[config.mk]
export PLATFORM = sky130hd
export DESIGN_NAME = fetch_unit_flat
export DESIGN_NICKNAME = d
export VERILOG_FILES = /design/src/rtl/fetch_unit_pkg.sv /design/src/rtl/fetch_unit_if.sv /design/src/rtl/fetch_unit_next_pc.sv /design/src/rtl/fetch_unit.sv /design/src/flat_wrapper.sv
export SDC_FILE = /design/constraint.sdc
export NUM_CORES = 1
export LEC_CHECK = 0
export BUFFER_PORTS_ARGS = -buffer_cell sky130_fd_sc_hd__buf_2
export CAP_MARGIN = 20
export CORE_ASPECT_RATIO = 0.7
export CORE_MARGIN = 5
export CORE_UTILIZATION = 25
export CTS_BUF_LIST = sky130_fd_sc_hd__clkbuf_16
export DETAILED_ROUTE_END_ITERATION = 10
export PLACE_DENSITY = 0.42
export SLEW_MARGIN = 20
export SYNTH_ARGS = -nofsm -noshare
export SYNTH_HDL_FRONTEND = slang
export SYNTH_SLANG_ARGS = --single-unit
[constraint.sdc]
create_clock -name CLK -period 6.7 [get_ports CLK]
set_input_delay 0.335 -clock CLK [delete_from_list [all_inputs] [get_ports CLK]]
set_output_delay 0.335 -clock CLK [all_outputs]
set_load 0.005 [all_outputs]
[src/rtl/fetch_unit_pkg.sv]
// Shared constants for the LEGv8 fetch unit: state encoding, instruction field
// positions and the opcode patterns also used by the control decoder.
package fetch_unit_pkg;

   localparam logic [1:0] S_IDLE  = 2'd0;
   localparam logic [1:0] S_FETCH = 2'd1;
   localparam logic [1:0] S_HOLD  = 2'd2;

   localparam int unsigned INSTR_W    = 32;
   localparam int unsigned OPCODE_MSB = 31;
   localparam int unsigned OPCODE_LSB = 21;
   localparam int unsigned OPCODE_W   = OPCODE_MSB - OPCODE_LSB + 1;
   localparam int unsigned RETIRED_W  = 32;
   localparam int unsigned PC_INC     = 4;

   // R/D-format opcodes are full 11-bit patterns; CB/B formats match on a prefix
   localparam logic [10:0] OPC_ADD  = 11'b10001011000;
   localparam logic [10:0] OPC_SUB  = 11'b11001011000;
   localparam logic [10:0] OPC_AND  = 11'b10001010000;
   localparam logic [10:0] OPC_ORR  = 11'b10101010000;
   localparam logic [10:0] OPC_LDUR = 11'b11111000010;
   localparam logic [10:0] OPC_STUR = 11'b11111000000;
   localparam logic [7:0]  OPC_CBZ  = 8'b10110100;
   localparam logic [5:0]  OPC_B    = 6'b000101;

   function automatic logic [OPCODE_W-1:0] opcode_of(input logic [INSTR_W-1:0] instr);
      return instr[OPCODE_MSB:OPCODE_LSB];
   endfunction

endpackage

[src/rtl/fetch_unit_if.sv]
// Fetch unit bus: instruction-memory handshake plus the decoder/datapath side.
interface fetch_unit_if
   import fetch_unit_pkg::*;
#(
   parameter int unsigned PC_W = 64
);
   logic                 imem_req;
   logic [PC_W-1:0]      imem_addr;
   logic                 imem_ack;
   logic [INSTR_W-1:0]   imem_data;
   logic [INSTR_W-1:0]   instr;
   logic [OPCODE_W-1:0]  opcode;
   logic                 instr_valid;
   logic                 instr_done;
   logic                 branch;
   logic                 uncond_branch;
   logic                 zero;
   logic [PC_W-1:0]      ext_imm;
   logic [PC_W-1:0]      pc;
   logic                 branch_taken;
   logic [RETIRED_W-1:0] retired;

   modport master (
      output imem_req, imem_addr, instr, opcode, instr_valid, pc, branch_taken, retired,
      input  imem_ack, imem_data, instr_done, branch, uncond_branch, zero, ext_imm
   );

   modport slave (
      input  imem_req, imem_addr, instr, opcode, instr_valid, pc, branch_taken, retired,
      output imem_ack, imem_data, instr_done, branch, uncond_branch, zero, ext_imm
   );
endinterface

[src/rtl/fetch_unit_next_pc.sv]
// Combinational next-PC: sequential PC+4 or word-scaled branch target.
module fetch_unit_next_pc
   import fetch_unit_pkg::*;
#(
   parameter int unsigned PC_W = 64
) (
   input  logic [PC_W-1:0] i_pc,
   input  logic [PC_W-1:0] i_ext_imm,
   input  logic            i_branch,
   input  logic            i_uncond_branch,
   input  logic            i_zero,
   output logic [PC_W-1:0] o_next_pc_c,
   output logic            o_taken_c
);

   // uncond_branch selects first so an unknown branch input cannot leak into B
   always_comb begin
      o_taken_c   = i_uncond_branch ? 1'b1 : (i_branch & i_zero);
      o_next_pc_c = o_taken_c ? (i_pc + (i_ext_imm << 2)) : (i_pc + PC_W'(PC_INC));
   end

endmodule

[src/rtl/fetch_unit.sv]
// Multi-cycle LEGv8 instruction fetch: owns the PC, fetches over req/ack,
// holds the instruction until the datapath retires it, then steps/branches.
module fetch_unit
   import fetch_unit_pkg::*;
#(
   parameter int unsigned     PC_W     = 64,
   parameter logic [PC_W-1:0] START_PC = '0
) (
   input logic          CLK,
   input logic          Reset,
   fetch_unit_if.master bus
);

   logic [1:0]           r_state;
   logic [PC_W-1:0]      r_pc;
   logic [INSTR_W-1:0]   r_instr;
   logic                 r_req;
   logic                 r_valid;
   logic                 r_taken;
   logic [RETIRED_W-1:0] r_retired;

   logic [1:0]           w_state_nx;
   logic                 w_req_nx;
   logic                 w_valid_nx;
   logic                 w_taken_nx;
   logic                 w_capture;
   logic                 w_retire;
   logic [PC_W-1:0]      w_next_pc;
   logic                 w_taken;

   fetch_unit_next_pc #(.PC_W(PC_W)) u_next_pc (
      .i_pc            (r_pc),
      .i_ext_imm       (bus.ext_imm),
      .i_branch        (bus.branch),
      .i_uncond_branch (bus.uncond_branch),
      .i_zero          (bus.zero),
      .o_next_pc_c     (w_next_pc),
      .o_taken_c       (w_taken)
   );

   // Next-state and next-output decode; req/valid are registered one state ahead
   always_comb begin
      w_state_nx = r_state;
      w_req_nx   = 1'b0;
      w_valid_nx = 1'b0;
      w_taken_nx = 1'b0;
      w_capture  = 1'b0;
      w_retire   = 1'b0;
      case (r_state)
         S_IDLE: begin
            w_state_nx = S_FETCH;
            w_req_nx   = 1'b1;
         end
         S_FETCH: begin
            if (bus.imem_ack) begin
               w_capture  = 1'b1;
               w_state_nx = S_HOLD;
               w_valid_nx = 1'b1;
            end else begin
               w_req_nx = 1'b1;
            end
         end
         S_HOLD: begin
            if (bus.instr_done) begin
               w_retire   = 1'b1;
               w_taken_nx = w_taken;
               w_state_nx = S_FETCH;
               w_req_nx   = 1'b1;
            end else begin
               w_valid_nx = 1'b1;
            end
         end
         default: w_state_nx = S_IDLE;
      endcase
   end

   always_ff @(posedge CLK or posedge Reset) begin
      if (Reset) begin
         r_state   <= S_IDLE;
         r_pc      <= START_PC;
         r_instr   <= '0;
         r_req     <= 1'b0;
         r_valid   <= 1'b0;
         r_taken   <= 1'b0;
         r_retired <= '0;
      end else begin
         r_state <= w_state_nx;
         r_req   <= w_req_nx;
         r_valid <= w_valid_nx;
         r_taken <= w_taken_nx;
         if (w_capture) begin
            r_instr <= bus.imem_data;
         end
         if (w_retire) begin
            r_pc      <= w_next_pc;
            r_retired <= r_retired + RETIRED_W'(1);
         end
      end
   end

   assign bus.imem_req     = r_req;
   assign bus.imem_addr    = r_pc;
   assign bus.pc           = r_pc;
   assign bus.instr        = r_instr;
   assign bus.opcode       = opcode_of(r_instr);
   assign bus.instr_valid  = r_valid;
   assign bus.branch_taken = r_taken;
   assign bus.retired      = r_retired;

endmodule

[src/flat_wrapper.sv]
// flat-port wrapper written by rule: the top's interface ports become plain ports
module fetch_unit_flat import fetch_unit_pkg::*;
#(
   parameter int unsigned     PC_W     = 64,
   parameter logic [PC_W-1:0] START_PC = '0
)
  (CLK, Reset, bus_imem_req, bus_imem_addr, bus_instr, bus_opcode, bus_instr_valid, bus_pc, bus_branch_taken, bus_retired, bus_imem_ack, bus_imem_data, bus_instr_done, bus_branch, bus_uncond_branch, bus_zero, bus_ext_imm);
  fetch_unit_if #(.PC_W(PC_W)) bus_i ();
  input logic CLK;
  input logic Reset;
  output wire logic [$bits(bus_i.imem_req)-1:0] bus_imem_req;
  output wire logic [$bits(bus_i.imem_addr)-1:0] bus_imem_addr;
  output wire logic [$bits(bus_i.instr)-1:0] bus_instr;
  output wire logic [$bits(bus_i.opcode)-1:0] bus_opcode;
  output wire logic [$bits(bus_i.instr_valid)-1:0] bus_instr_valid;
  output wire logic [$bits(bus_i.pc)-1:0] bus_pc;
  output wire logic [$bits(bus_i.branch_taken)-1:0] bus_branch_taken;
  output wire logic [$bits(bus_i.retired)-1:0] bus_retired;
  input wire logic [$bits(bus_i.imem_ack)-1:0] bus_imem_ack;
  input wire logic [$bits(bus_i.imem_data)-1:0] bus_imem_data;
  input wire logic [$bits(bus_i.instr_done)-1:0] bus_instr_done;
  input wire logic [$bits(bus_i.branch)-1:0] bus_branch;
  input wire logic [$bits(bus_i.uncond_branch)-1:0] bus_uncond_branch;
  input wire logic [$bits(bus_i.zero)-1:0] bus_zero;
  input wire logic [$bits(bus_i.ext_imm)-1:0] bus_ext_imm;
  assign bus_imem_req = bus_i.imem_req;
  assign bus_imem_addr = bus_i.imem_addr;
  assign bus_instr = bus_i.instr;
  assign bus_opcode = bus_i.opcode;
  assign bus_instr_valid = bus_i.instr_valid;
  assign bus_pc = bus_i.pc;
  assign bus_branch_taken = bus_i.branch_taken;
  assign bus_retired = bus_i.retired;
  assign bus_i.imem_ack = bus_imem_ack;
  assign bus_i.imem_data = bus_imem_data;
  assign bus_i.instr_done = bus_instr_done;
  assign bus_i.branch = bus_branch;
  assign bus_i.uncond_branch = bus_uncond_branch;
  assign bus_i.zero = bus_zero;
  assign bus_i.ext_imm = bus_ext_imm;
  fetch_unit #(.PC_W(PC_W), .START_PC(START_PC)) u_core (.CLK(CLK), .Reset(Reset), .bus(bus_i));
endmodule
-- After elaboration in Yosys (flattened, before gate mapping)
Index checks and enable logic that the tools add are counted.
- add/sub/neg operators: 3
- eq/ne operators: 4
- bitwise operators: 1
- mux-type cells: 15
- reductions and logical operators: 2
- operators by type and width (operator ; count):
    64-bit by 3-bit adder with 64-bit output (second input constant) ; 1
    64-bit adder ; 1
    64-bit 2-to-1 mux ; 1
    32-bit by 1-bit adder with 32-bit output (second input constant) ; 1
    1-bit 2-to-1 mux ; 9
    2-bit one-hot mux with 3 select lines ; 1
    2-bit 2-to-1 mux ; 2
    2-bit inequality test (second input constant) ; 2
    1-bit one-hot mux with 3 select lines ; 1
    2-bit by 1-bit equality test with 1-bit output (second input constant) ; 1
    2-bit equality test (second input constant) ; 1
    2-bit logical NOT ; 1
    1-bit one-hot mux with 2 select lines ; 1
    2-bit AND reduction ; 1
    1-bit AND ; 1
- register bits: 133
- input port bits: 103
- word-level logic and storage cells: 32

-- Longest topological paths before layout
Gate-level depths: netlist (run 1).
- word-level depth: 4
- depth in mapped cells: 15
- mapped depth without buffers: 14

-- Modules after synthesis
A second synthesis (run 1) with hierarchy kept.
- cells, all modules: 1057
- area, all modules: 10010.9 um^2
- by module, submodules not included (module ; instances ; cells an instance ; area an instance (um^2) ; sequential area each (um^2)):
    fetch_unit ; 1 ; 431 ; 5835.6 ; 3328.2
    fetch_unit_next_pc ; 1 ; 626 ; 4175.3 ; 0.0

-- Worst setup path after synthesis (run 1)
No wires, ideal clock.
- path kind: input port to flip-flop
- from: in bus_branch
- to: reg u_core.r_pc[56], in the netlist u_core.bus.imem_addr[56]
- arrival: 3349 ps
- stages on the path: 15
- data required time: 6631 ps
- library setup time: 69 ps
- buffers on the path: 1
- path slack: 3282 ps
- cell sequence: a21oi_1 clkbuf_1 or2_2 ha_1 inv_1 fa_1 nand2b_1 a21oi_1 o21ai_2 a21oi_2 o21ai_2 o21bai_2 a21boi_1 or4_1 nand3_1
- cells in the longest elaborated chain, start to end: 3
- ends and longest elaborated chain (element ; RTL line ; source):
    start, declared ; flat_wrapper.sv:22 ; input wire logic [$bits(bus_i.branch)-1:0] bus_branch;
    1-bit AND ; fetch_unit_next_pc.sv:18 ; o_taken_c = i_uncond_branch ? 1'b1 : (i_branch & i_zero);
    1-bit 2-to-1 mux ; fetch_unit_next_pc.sv:18 ;
    64-bit 2-to-1 mux ; fetch_unit_next_pc.sv:19 ; o_next_pc_c = o_taken_c ? (i_pc + (i_ext_imm << 2)) : (i_pc + PC_W'(PC_INC));
    end signal, assigned ; fetch_unit.sv:95 ; r_pc <= w_next_pc;
    end, declared ; fetch_unit.sv:15 ; logic [PC_W-1:0] r_pc;
No other way between the ends.
A chain may end at the register's enable or synchronous reset.

-- Worst setup path after layout (run 1)
Same ends and word-level chain as after synthesis.

==> summary.md, run 1 <==
| Metric | Value |
|---|---|
| # setup viols final | 0 |
| Core area | between 30,000 and 40,000 um2 |
| Most used cell along the critical path | o21ai_2 |
| Post-CTS Resized | 0 |
| End point of the critical path | u_core.bus.imem_addr[56]$_DFFE_PP0P_ |
| DP Area | roughly 11,000 um2 |
| Fillers | approximately 4,000 |
| Final ANT Viol Nets | 0 |
| Initial antenna violation count | 0 |
| Setup TNS | 0 ns |
| Nets | about 1,500 |
| Sequential Area | 3280 um2 |
| Cts hold-fix bufs | 1 |
| Mapped cell area | 9780 um2 |
| Routed via count | roughly 8,600 |
| Post-synth top area cell | dfrtp_1 |
| Slowest CP cell | a21oi_4 |
| Ys Warns | 0 |
| RSZ-0062 raised after global routing | false |
| Cts bufs inserted | 17 |
| Worst-path maximum fanout | 23 |
| Max-cap violation count | 0 |
| Worst-Skew Late Latency | ~0.45 ns |
| Clk sink count | between 100 and 150 |
| Min cycle time layout | 3.91 ns |
| DR pass1 iterations | 6 |
| Die width | between 200 and 250 um |
| Gr ovfl total | 0 |
| Seq/Total Area, Yosys | 0.335 |
| Post-CTS Repair Setup Buffers | 0 |
| TritonCTS clock tree | done |
| Synthesized area per cell | between 8 and 9 um2 |
| R2r setup slk | 3.24 ns |
| Critical path type | primary input to flop |
| Via/cell ratio | between 4 and 5 |
| Die ar. | 43,200 um2 |
| Total track usage | 0.143 |
| Slew headroom | 0.374 |
| Largest cells by area after synthesis | dfrtp_1 (34%), ha_1 (8.4%), buf_4 (6.0%), nand2_1 (5.4%), nor2b_1 (4.3%) |
| Fin. max-slew vios | 0 |
| Setup Skew | 0.0142 ns |
| Worst R2R Start | u_core.bus.imem_addr[28]$_DFFE_PP0P_ |
| Synth async-reset ratio | 1.00 |
| Standard-cell rows | 60 |
| CP Cell Sequence | buf_2, a21oi_4, buf_4, or2_2, ha_1, inv_1, fa_1, nand2b_1, a21oi_1, o21ai_2, a21oi_2, o21ai_2, o21bai_2, a21boi_1, or4_1, nand3_1 |
| Avg WL per Cell | roughly 17 um |
| CP max stage delay | 0.53 ns |
| Worst Setup Start Kind | primary input |
| Worst R2R End | u_core.bus.imem_addr[55]$_DFFE_PP0P_ |
| Run status | complete, no violations |
| Final wirelength | between 30 and 40 mm |
| H-tree Lvls | 4 |
| Overall power | 0.00469 W |
| Post-synth EDFFs | 0 |
| Most frequent cells in the layout | buf_2 (302), nand2_1 (140), dfrtp_1 (131), o21ai_0 (77), a21oi_1 (76) |
| PwrDens | roughly 400 nW/um2 |
| Finished Cell Area | roughly 12,000 um2 |
| Flops & latches, synth | 131 |
| Post-route DRC | 0 |
| Worst Setup SP | bus_branch |
| Crit path capture type | flop |
| Worst EP arrival | about 4.3 ns |
| Layout area overhead | 20.8% |
| Fin crit share | 0.584 |
| Clock Path Buffers | 2 |
| First-pass GRT wire length | 48.8 mm |
| Final hold violations | 0 |
| Peak VDD IR | 0.000162 V |
| Commonest non-fill, non-tap cell in the layout | buf_2 |
| Largest net degree at the start of global routing | 77 |
| Fmax | between 200 and 300 MHz |
| DRT iter0 DRCs | about 470 |
| Worst R2R Path Depth | 10 |
| I/O pin cnt | ~310 |
| IO buf count | slightly above 300 |
| Worst Tran Pin Value | 0.940 ns |
| Mapped Cells | approximately 1,100 |
| CP required | slightly above 7 ns |
| Most used DFF post-synth | dfrtp_1 |
| Number of global-route vias before repair | 8,323 |
| Antenna Diode Count | 0 |
| Multi-input gate area | 5640 um2 |
| Layout cells sized above 1 | 0.293 |
| Dpl hpwl | 24.5 mm |
| Yosys cell types | between 60 and 70 |
| Hold Crit Class | primary input to flop |
| Die H | 175 um |
| Routability Congestion | 0.825 |
| Yosys top cell area share | 0.335 |
| Starting Density | 0.254 |
| Leakage | between 5 and 6 nW |
| Clk root buf | clkbuf_16 |
| Clk slew on worst S/H paths | approximately 0.070 ns |
==> power breakdown <==
part / switching (W) / internal [W]
Combinational: 0.00133 / 0.00105
Sequential: 0.000277 / 0.00108
Clock: 0.000438 / 0.000528
==> worst min-delay path by stage <==
stage / start / to / slack, ns / cells after the start
2_1_floorplan: u_core.bus.retired[31]$_DFFE_PP0P_ / u_core.bus.retired[31]$_DFFE_PP0P_ / 0.47 / 1
3_3_place_gp: u_core.bus.retired[31]$_DFFE_PP0P_ / u_core.bus.retired[31]$_DFFE_PP0P_ / 0.47 / 1
3_5_place_dp: u_core.bus.retired[31]$_DFFE_PP0P_ / u_core.bus.retired[31]$_DFFE_PP0P_ / 0.46 / 1
4_1_cts: bus_imem_data[26] / u_core.bus.instr[26]$_DFFE_PP0P_ / 0.08 / 2
5_1_grt: bus_imem_data[25] / u_core.bus.instr[25]$_DFFE_PP0P_ / 0.09 / 2
6_report: bus_imem_data[26] / u_core.bus.instr[26]$_DFFE_PP0P_ / 0.11 / 2
==> area by class of cell <==
| type | instances | area share |
|---|---|---|
| repair buffers | 309 | 0.133 |
| multi-input cells | 852 | 0.477 |
| inverters | 20 | 0.00678 |
| well taps | 527 | 0.0558 |
| flip-flops and latches | 131 | 0.277 |
| clock inverters | 15 | 0.0139 |
| clock buffers | 17 | 0.0360 |
==> synth_stat cells, types with 15 or more instances <==
cell      instances
a21o_1           32
a21oi_1          77
and3_1           15
buf_4            78
clkbuf_1         23
dfrtp_1         131
ha_1             66
inv_1            20
mux2_2           33
nand2_1         141
nand3_1          25
nand4_1          28
nor2_1           50
nor2b_1          67
o21ai_0          77
xnor2_1          47
xor2_1           32
==> state kept, by name, summed over array words and instances, names as in the netlist <==
| register | count |
|---|---|
| u_core.bus.imem_addr | 62 |
| u_core.bus.instr | 32 |
| u_core.bus.retired | 32 |
| u_core.r_state | 2 |
| u_core.bus.branch_taken | 1 |
| u_core.bus.imem_req | 1 |
| u_core.bus.instr_valid | 1 |
==> metrics by stage <==
step	std cells	setup WS [ns]	util	hold WS, ns
final	1871	2.79	0.307	0.114
after global routing	1871	2.35	0.307	0.0907
after CTS	1871	2.68	0.307	0.0825
after detailed placement	1838	2.21	0.291	0.460
after global placement	1838	2.23	0.291	0.466
after floorplan	1128	2.87	-	0.468
==> metal layers <==
metal	vias up	global-route usage	routed length, um	share of wire
met3	14	0.0286	1350	0.043
met2	190	0.221	14100	0.45
met1	4066	0.207	15600	0.50
met4	0	0.0293	276	0.0088
li1	4313	-	-	-
met5	-	0	0	0
==> cell families after synthesis <==
family,Yosys count,synth area share
compound gates,280,0.178
xor+xnor,79,0.0708
fa+ha+maj,67,0.0865
buf+inv,145,0.0911
flops,131,0.335
mux,34,0.0403
other cells,1,0.000383
simple gates,388,0.197
==> worst max-delay path: cells and delay by family <==
family                     cells  cell delay [ns]
and+or+nand+nor                4             0.93
AOI/OAI and AO/OA              7             1.93
adders and majority gates      2             0.55
buffers and inverters          3             0.52
Note: power is estimated with default switching activity, not from simulation.
==> run 2: changes to the inputs <==
Clock period 6.7 ns to 3.7 ns, I/O delays scaled along.
==> run 2 against run 1 <==
Core utilization grew 1.6 points. Total power grew 88%. Via count grew 3.0%. Hold slack lost 0.067 ns. Critical endpoint is now u_core.bus.imem_addr[60]$_DFFE_PP0P_. Global-route usage grew 0.18 points.
==> summary.md, run 2 (synthesis results as in run 1) <==
| Metric | Value |
|---|---|
| Layout cells sized above 1 | 0.302 |
| Sequential Area | between 3000 and 4000 um2 |
| M1 WL | roughly 16 mm |
| Routability Congestion | 0.835 |
| Commonest non-fill, non-tap cell in the layout | buf_2 |
| Worst Setup Start Kind | flop |
| Hold Crit Class | primary input to flop |
| Layout area overhead | 27.2% |
| CP Cell Sequence | ha_1, inv_1, fa_1, nand2b_1, a21oi_1, o21ai_2, a21oi_2, o21ai_2, o21bai_2, a31oi_1, nand4_1, or3b_1 |
| Worst hold slack | approximately 0.046 ns |
| Fin. max-slew vios | 0 |
| Run status | complete, no violations |
| DRT iter0 DRCs | around 380 |
| Die ar. | about 43,000 um2 |
| Initial antenna violation count | 0 |
| Final hold violations | 0 |
| Starting Density | 0.254 |
| Antenna Diode Count | 0 |
| Worst Setup SP | u_core.bus.imem_addr[2]$_DFFE_PP0P_ |
| Worst-path maximum fanout | 5 |
| RSZ-0062 raised after global routing | false |
| Final wirelength | around 32 mm |
| Clk sink count | around 130 |
| Number of global-route vias before repair | approximately 8,500 |
| Post-CTS Resized | 0 |
| Most used cell along the critical path | o21ai_2 |
| CP max stage delay | a little over 0.4 ns |
| Critical path type | flop to flop |
| Fin crit share | 0.889 |
| Worst-Skew Late Latency | between 0.4 and 0.5 ns |
| Clk slew on worst S/H paths | around 0.070 ns |
| Place WS | around 0.093 ns |
| H-tree Lvls | 4 |
| I/O pin cnt | roughly 310 |
| Multi-input gate area | roughly 5600 um2 |
| PwrDens | roughly 710 nW/um2 |
| Die width | ~250 um |
| First-pass GRT wire length | around 50 mm |
| Dpl hpwl | about 25 mm |
| WL met2 | 14.3 mm |
| Nets | about 1,600 |
| CP required | ~4 ns |
| Avg WL per Cell | 16.6 um |
| Setup TNS | 0 ns |
| Die H | about 180 um |
| Worst Tran Pin Value | roughly 0.9 ns |
| Max-cap violation count | 0 |
| Fmax | approximately 300 MHz |
| Largest net degree at the start of global routing | 87 |
| Clock Path Buffers | 2 |
| Most frequent cells in the layout | buf_2 (302), nand2_1 (140), dfrtp_1 (131), o21ai_0 (77), a21oi_1 (76) |
| Gr ovfl total | 0 |
| Fillers | 4,120 |
| Setup Skew | 0.0129 ns |
| TritonCTS clock tree | done |
| Total track usage | 0.144 |
| # setup viols final | 0 |
| Worst R2R Start | u_core.bus.imem_addr[2]$_DFFE_PP0P_ |
| IO buf count | a little over 300 |
| Slew headroom | 0.417 |
| Post-CTS Repair Setup Buffers | 0 |
| Max Used Layer | met4 |
| Min cycle time layout | ~3.3 ns |
| Core area | between 30,000 and 40,000 um2 |
| Via/cell ratio | about 4.6 |
| Leakage | just over 6 nW |
| Post-route DRC | 0 |
| Slowest CP cell | dfrtp_1 |
| Hold Crit Start | bus_imem_ack |
| Cts bufs inserted | 17 |
| Final ANT Viol Nets | 0 |
| Clk root buf | clkbuf_16 |
| Largest register FFs | between 60 and 70 |
| Met3 WL post-DR | around 1.5 mm |
| Worst EP arrival | 3.60 ns |
| Peak VDD IR | just under 0.0003 V |
| Final WS setup | roughly 0.4 ns |
| DR pass1 iterations | 5 |
| Crit path capture type | flop |
| Overall power | just under 0.009 W |
| Routed via count | around 8,800 |
| Standard-cell rows | 60 |
[run 2: cell count changes in the layout (fill, tap and decap cells not counted)]
cell,change
buf_12,+4
buf_4,+27
bufinv_16,+1
clkinv_2,+1
clkinv_4,+1
clkinvlp_4,-3
dlygate4sd3_1,+32
inv_6,-2
inv_8,+2
[run 2: final cells by class]
class,instances,share of cell area
multi-input combinational,852,0.453
sequential,131,0.263
timing repair buffer,372,0.174
tap,527,0.0530
clock buffer,17,0.0342
clock inverter,15,0.0153
inverter,20,0.00644
[run 2: final timing paths]
kind / end / depth (start not counted) / slack [ns]
min: u_core.r_state[1]$_DFFE_PP0P_ / 3 / 0.05
max in group asynchronous: u_core.bus.imem_addr[55]$_DFFE_PP0P_ / 4 / 2.39
min reg2reg: u_core.bus.retired[31]$_DFFE_PP0P_ / 1 / 0.47
max reg2reg: u_core.bus.imem_addr[60]$_DFFE_PP0P_ / 12 / 0.41
min in group asynchronous: u_core.bus.retired[31]$_DFFE_PP0P_ / 3 / 0.50
max: u_core.bus.imem_addr[60]$_DFFE_PP0P_ / 12 / 0.41
[run 2: power by group]
group	leakage [nW]	internal (W)	total, W	switching, W
sequential	1.66	0.00195	0.00246	0.000509
combinational	4.18	0.00206	0.00453	0.00247
clock	0.305	0.00103	0.00183	0.000795
total	6.14	0.00504	0.00881	0.00377
[run 2: routing by layer]
metal  global-route usage  vias to the layer above
li1                     -                     4418
met1                0.211                     4214
met2                0.224                      190
met3               0.0269                       19
met4               0.0293                        0
met5                    0                        -
[run 2: critical path: cells and delay by family, from the launching register on]
kind,cells,cell delay (ns)
AOI/OAI and AO/OA,6,1.43
and+or+nand+nor,3,0.67
buffers and inverters,1,0.05
adders and majority gates,2,0.59
DFF,1,0.41
[run 2: metrics by stage]
step / instance area, um2 / instances / utilization
final: 12400 / 1934 / 0.323
after global routing: 12400 / 1934 / 0.323
after CTS: 12400 / 1934 / 0.323
after detailed placement: 11500 / 1869 / 0.299
after global placement: 11500 / 1869 / 0.299
after floorplan: 9790 / 1128 / -
[run 2: repair_timing]
item	4_1_cts	5_1_grt
endpoints found under the hold margin	117	0
hold buffers	33	0
setup endpoints to repair	0	0
==> run 3: changes to the inputs <==
Settings changed: BUFFER_PORTS_ARGS -buffer_cell sky130_fd_sc_hd__buf_2 to -buffer_cell sky130_fd_sc_hd__buf_4.
==> run 3 against run 2 <==
Total power rose by 4.7%. First-iteration DRC count is 19% higher. Clock-buffer cell count did not move. Sequential share of layout area fell by 1.5 points. Clock skew down 0.0018 ns. Critical endpoint is now u_core.bus.imem_addr[56]$_DFFE_PP0P_.
==> summary.md, run 3 (synthesis results as in run 1) <==
| Metric | Value |
|---|---|
| Run status | complete, no violations |
| IO buf count | between 300 and 400 |
| Clk root buf | clkbuf_16 |
| Largest register FFs | a little over 60 |
| Slew headroom | 0.430 |
| First-pass GRT wire length | between 50 and 60 mm |
| Cts bufs inserted | 17 |
| Final ANT Viol Nets | 0 |
| Routability Congestion | 0.832 |
| Setup TNS | 0 ns |
| CP max stage delay | a little under 0.5 ns |
| Worst R2R Start | u_core.bus.imem_addr[2]$_DFFE_PP0P_ |
| WL met2 | between 10 and 15 mm |
| Standard-cell rows | 60 |
| Slowest CP cell | or4_1 |
| Place WS | ~0.095 ns |
| DP Area | roughly 12,000 um2 |
| Worst Setup SP | u_core.bus.imem_addr[2]$_DFFE_PP0P_ |
| Clk sink count | about 130 |
| CP Cell Sequence | ha_1, inv_1, fa_1, nand2b_1, a21oi_1, o21ai_2, a21oi_2, o21ai_2, o21bai_2, a21boi_1, or4_1, nand3_1 |
| Post-route DRC | 0 |
| Most used cell along the critical path | o21ai_2 |
| Setup Skew | about 0.011 ns |
| I/O pin cnt | roughly 310 |
| Fin. max-slew vios | 0 |
| Crit path capture type | flop |
| Dpl hpwl | between 20 and 30 mm |
| Largest net degree at the start of global routing | 83 |
| Critical path type | flop to flop |
| Layout area overhead | 34.7% |
| H-tree Lvls | 4 |
| Clock Path Buffers | 2 |
| Nets | 1,570 |
| Finished Cell Area | between 10,000 and 15,000 um2 |
| Total track usage | 0.148 |
| Fin crit share | 0.880 |
| Final WS setup | about 0.44 ns |
| DR pass1 iterations | 5 |
| Most frequent cells in the layout | buf_4 (343), nand2_1 (140), dfrtp_1 (131), o21ai_0 (77), a21oi_1 (76) |
| Max-cap violation count | 0 |
| Core area | 38,500 um2 |
| Routed via count | 8,805 |
| Number of global-route vias before repair | a little under 9,000 |
| TritonCTS clock tree | done |
| Commonest non-fill, non-tap cell in the layout | buf_4 |
| Worst Tran Pin Value | between 0.8 and 0.9 ns |
| Worst EP arrival | 3.63 ns |
| Via/cell ratio | approximately 4.5 |
| Fmax | just over 300 MHz |
| PwrDens | approximately 700 nW/um2 |
| Die width | 246 um |
| Gr ovfl total | 0 |
| Layout cells sized above 1 | 0.304 |
| Worst-path maximum fanout | 5 |
| Min cycle time layout | approximately 3.3 ns |
| Final hold violations | 0 |
| Worst-Skew Late Latency | about 0.44 ns |
| Worst Setup Start Kind | flop |
| # setup viols final | 0 |
| DRT iter0 DRCs | between 400 and 500 |
| Die ar. | approximately 43,000 um2 |
| Avg WL per Cell | ~17 um |
| Hold depth | 3 |
| Final wirelength | approximately 33 mm |
| Starting Density | 0.254 |
| Hold Crit Class | primary input to flop |
| RSZ-0062 raised after global routing | false |
| CP required | ~4.1 ns |
| Overall power | 0.00923 W |
| Peak VDD IR | 0.000387 V |
| M1 WL | about 16 mm |
| Met3 WL post-DR | between 1 and 1.5 mm |
| Initial antenna violation count | 1 |
| Post-CTS Resized | 0 |
| Die H | ~180 um |
| Leakage | between 6 and 7 nW |
| Max Used Layer | met4 |
| Worst R2R Path Depth | 12 |
| Hold Crit Start | bus_imem_ack |
| Clk slew on worst S/H paths | 0.06 ns |
## run 3: where the power goes
part / leakage (nW) / switching (W) / internal [W]
Combinational: 4.38 / 0.00248 / 0.00253
Clock: 0.271 / 0.000760 / 0.000940
Sequential: 1.66 / 0.000567 / 0.00195
## run 3: path summary, 6_finish.rpt
| kind | end | slack (ns) |
|---|---|---|
| max | u_core.bus.imem_addr[56]$_DFFE_PP0P_ | 0.44 |
| min | u_core.r_state[1]$_DFFE_PP0P_ | 0.04 |
| max reg2reg | u_core.bus.imem_addr[56]$_DFFE_PP0P_ | 0.44 |
| min reg2reg | u_core.bus.retired[31]$_DFFE_PP0P_ | 0.49 |
| max in group asynchronous | u_core.bus.imem_addr[56]$_DFFE_PP0P_ | 2.41 |
| min in group asynchronous | u_core.bus.retired[31]$_DFFE_PP0P_ | 0.46 |
## run 3: routing by layer
metal / vias up / global-route usage
met5: - / 0
met1: 4147 / 0.212
met4: 0 / 0.0330
li1: 4447 / -
met3: 18 / 0.0286
met2: 193 / 0.233
## run 3: critical path, delay by kind of cell (launching register included)
kind / cells / cell delay, ns
adders and majority gates: 2 / 0.59
and+or+nand+nor: 3 / 0.79
buffers and inverters: 1 / 0.06
AOI/OAI and AO/OA: 6 / 1.33
DFF: 1 / 0.41
## run 3: final cells by class
cell class / instances / area (um2)
Antenna cell: 1 / 2.50
Fill cell: 4048 / 25300
Sequential cell: 131 / 3280
Clock inverter: 15 / 143
Clock buffer: 17 / 425
Timing Repair Buffer: 378 / 2950
Multi-Input combinational cell: 852 / 5640
Tap cell: 527 / 659
Inverter: 20 / 80.1
## run 3: timing repair
item	in CTS	in global routing
endpoints found under the hold margin	113	0
buffers inserted	0	0
hold buffers	33	0
## run 3: through the flow
| stage | hold WS [ns] | utilization | instances |
|---|---|---|---|
| global route | 0.0772 | 0.342 | 1941 |
| detailed placement | 0.422 | 0.319 | 1875 |
| global placement | 0.417 | 0.319 | 1875 |
| floorplan | 0.336 | - | 1128 |
| finish | 0.0398 | 0.342 | 1941 |
| CTS | 0.0172 | 0.342 | 1940 |
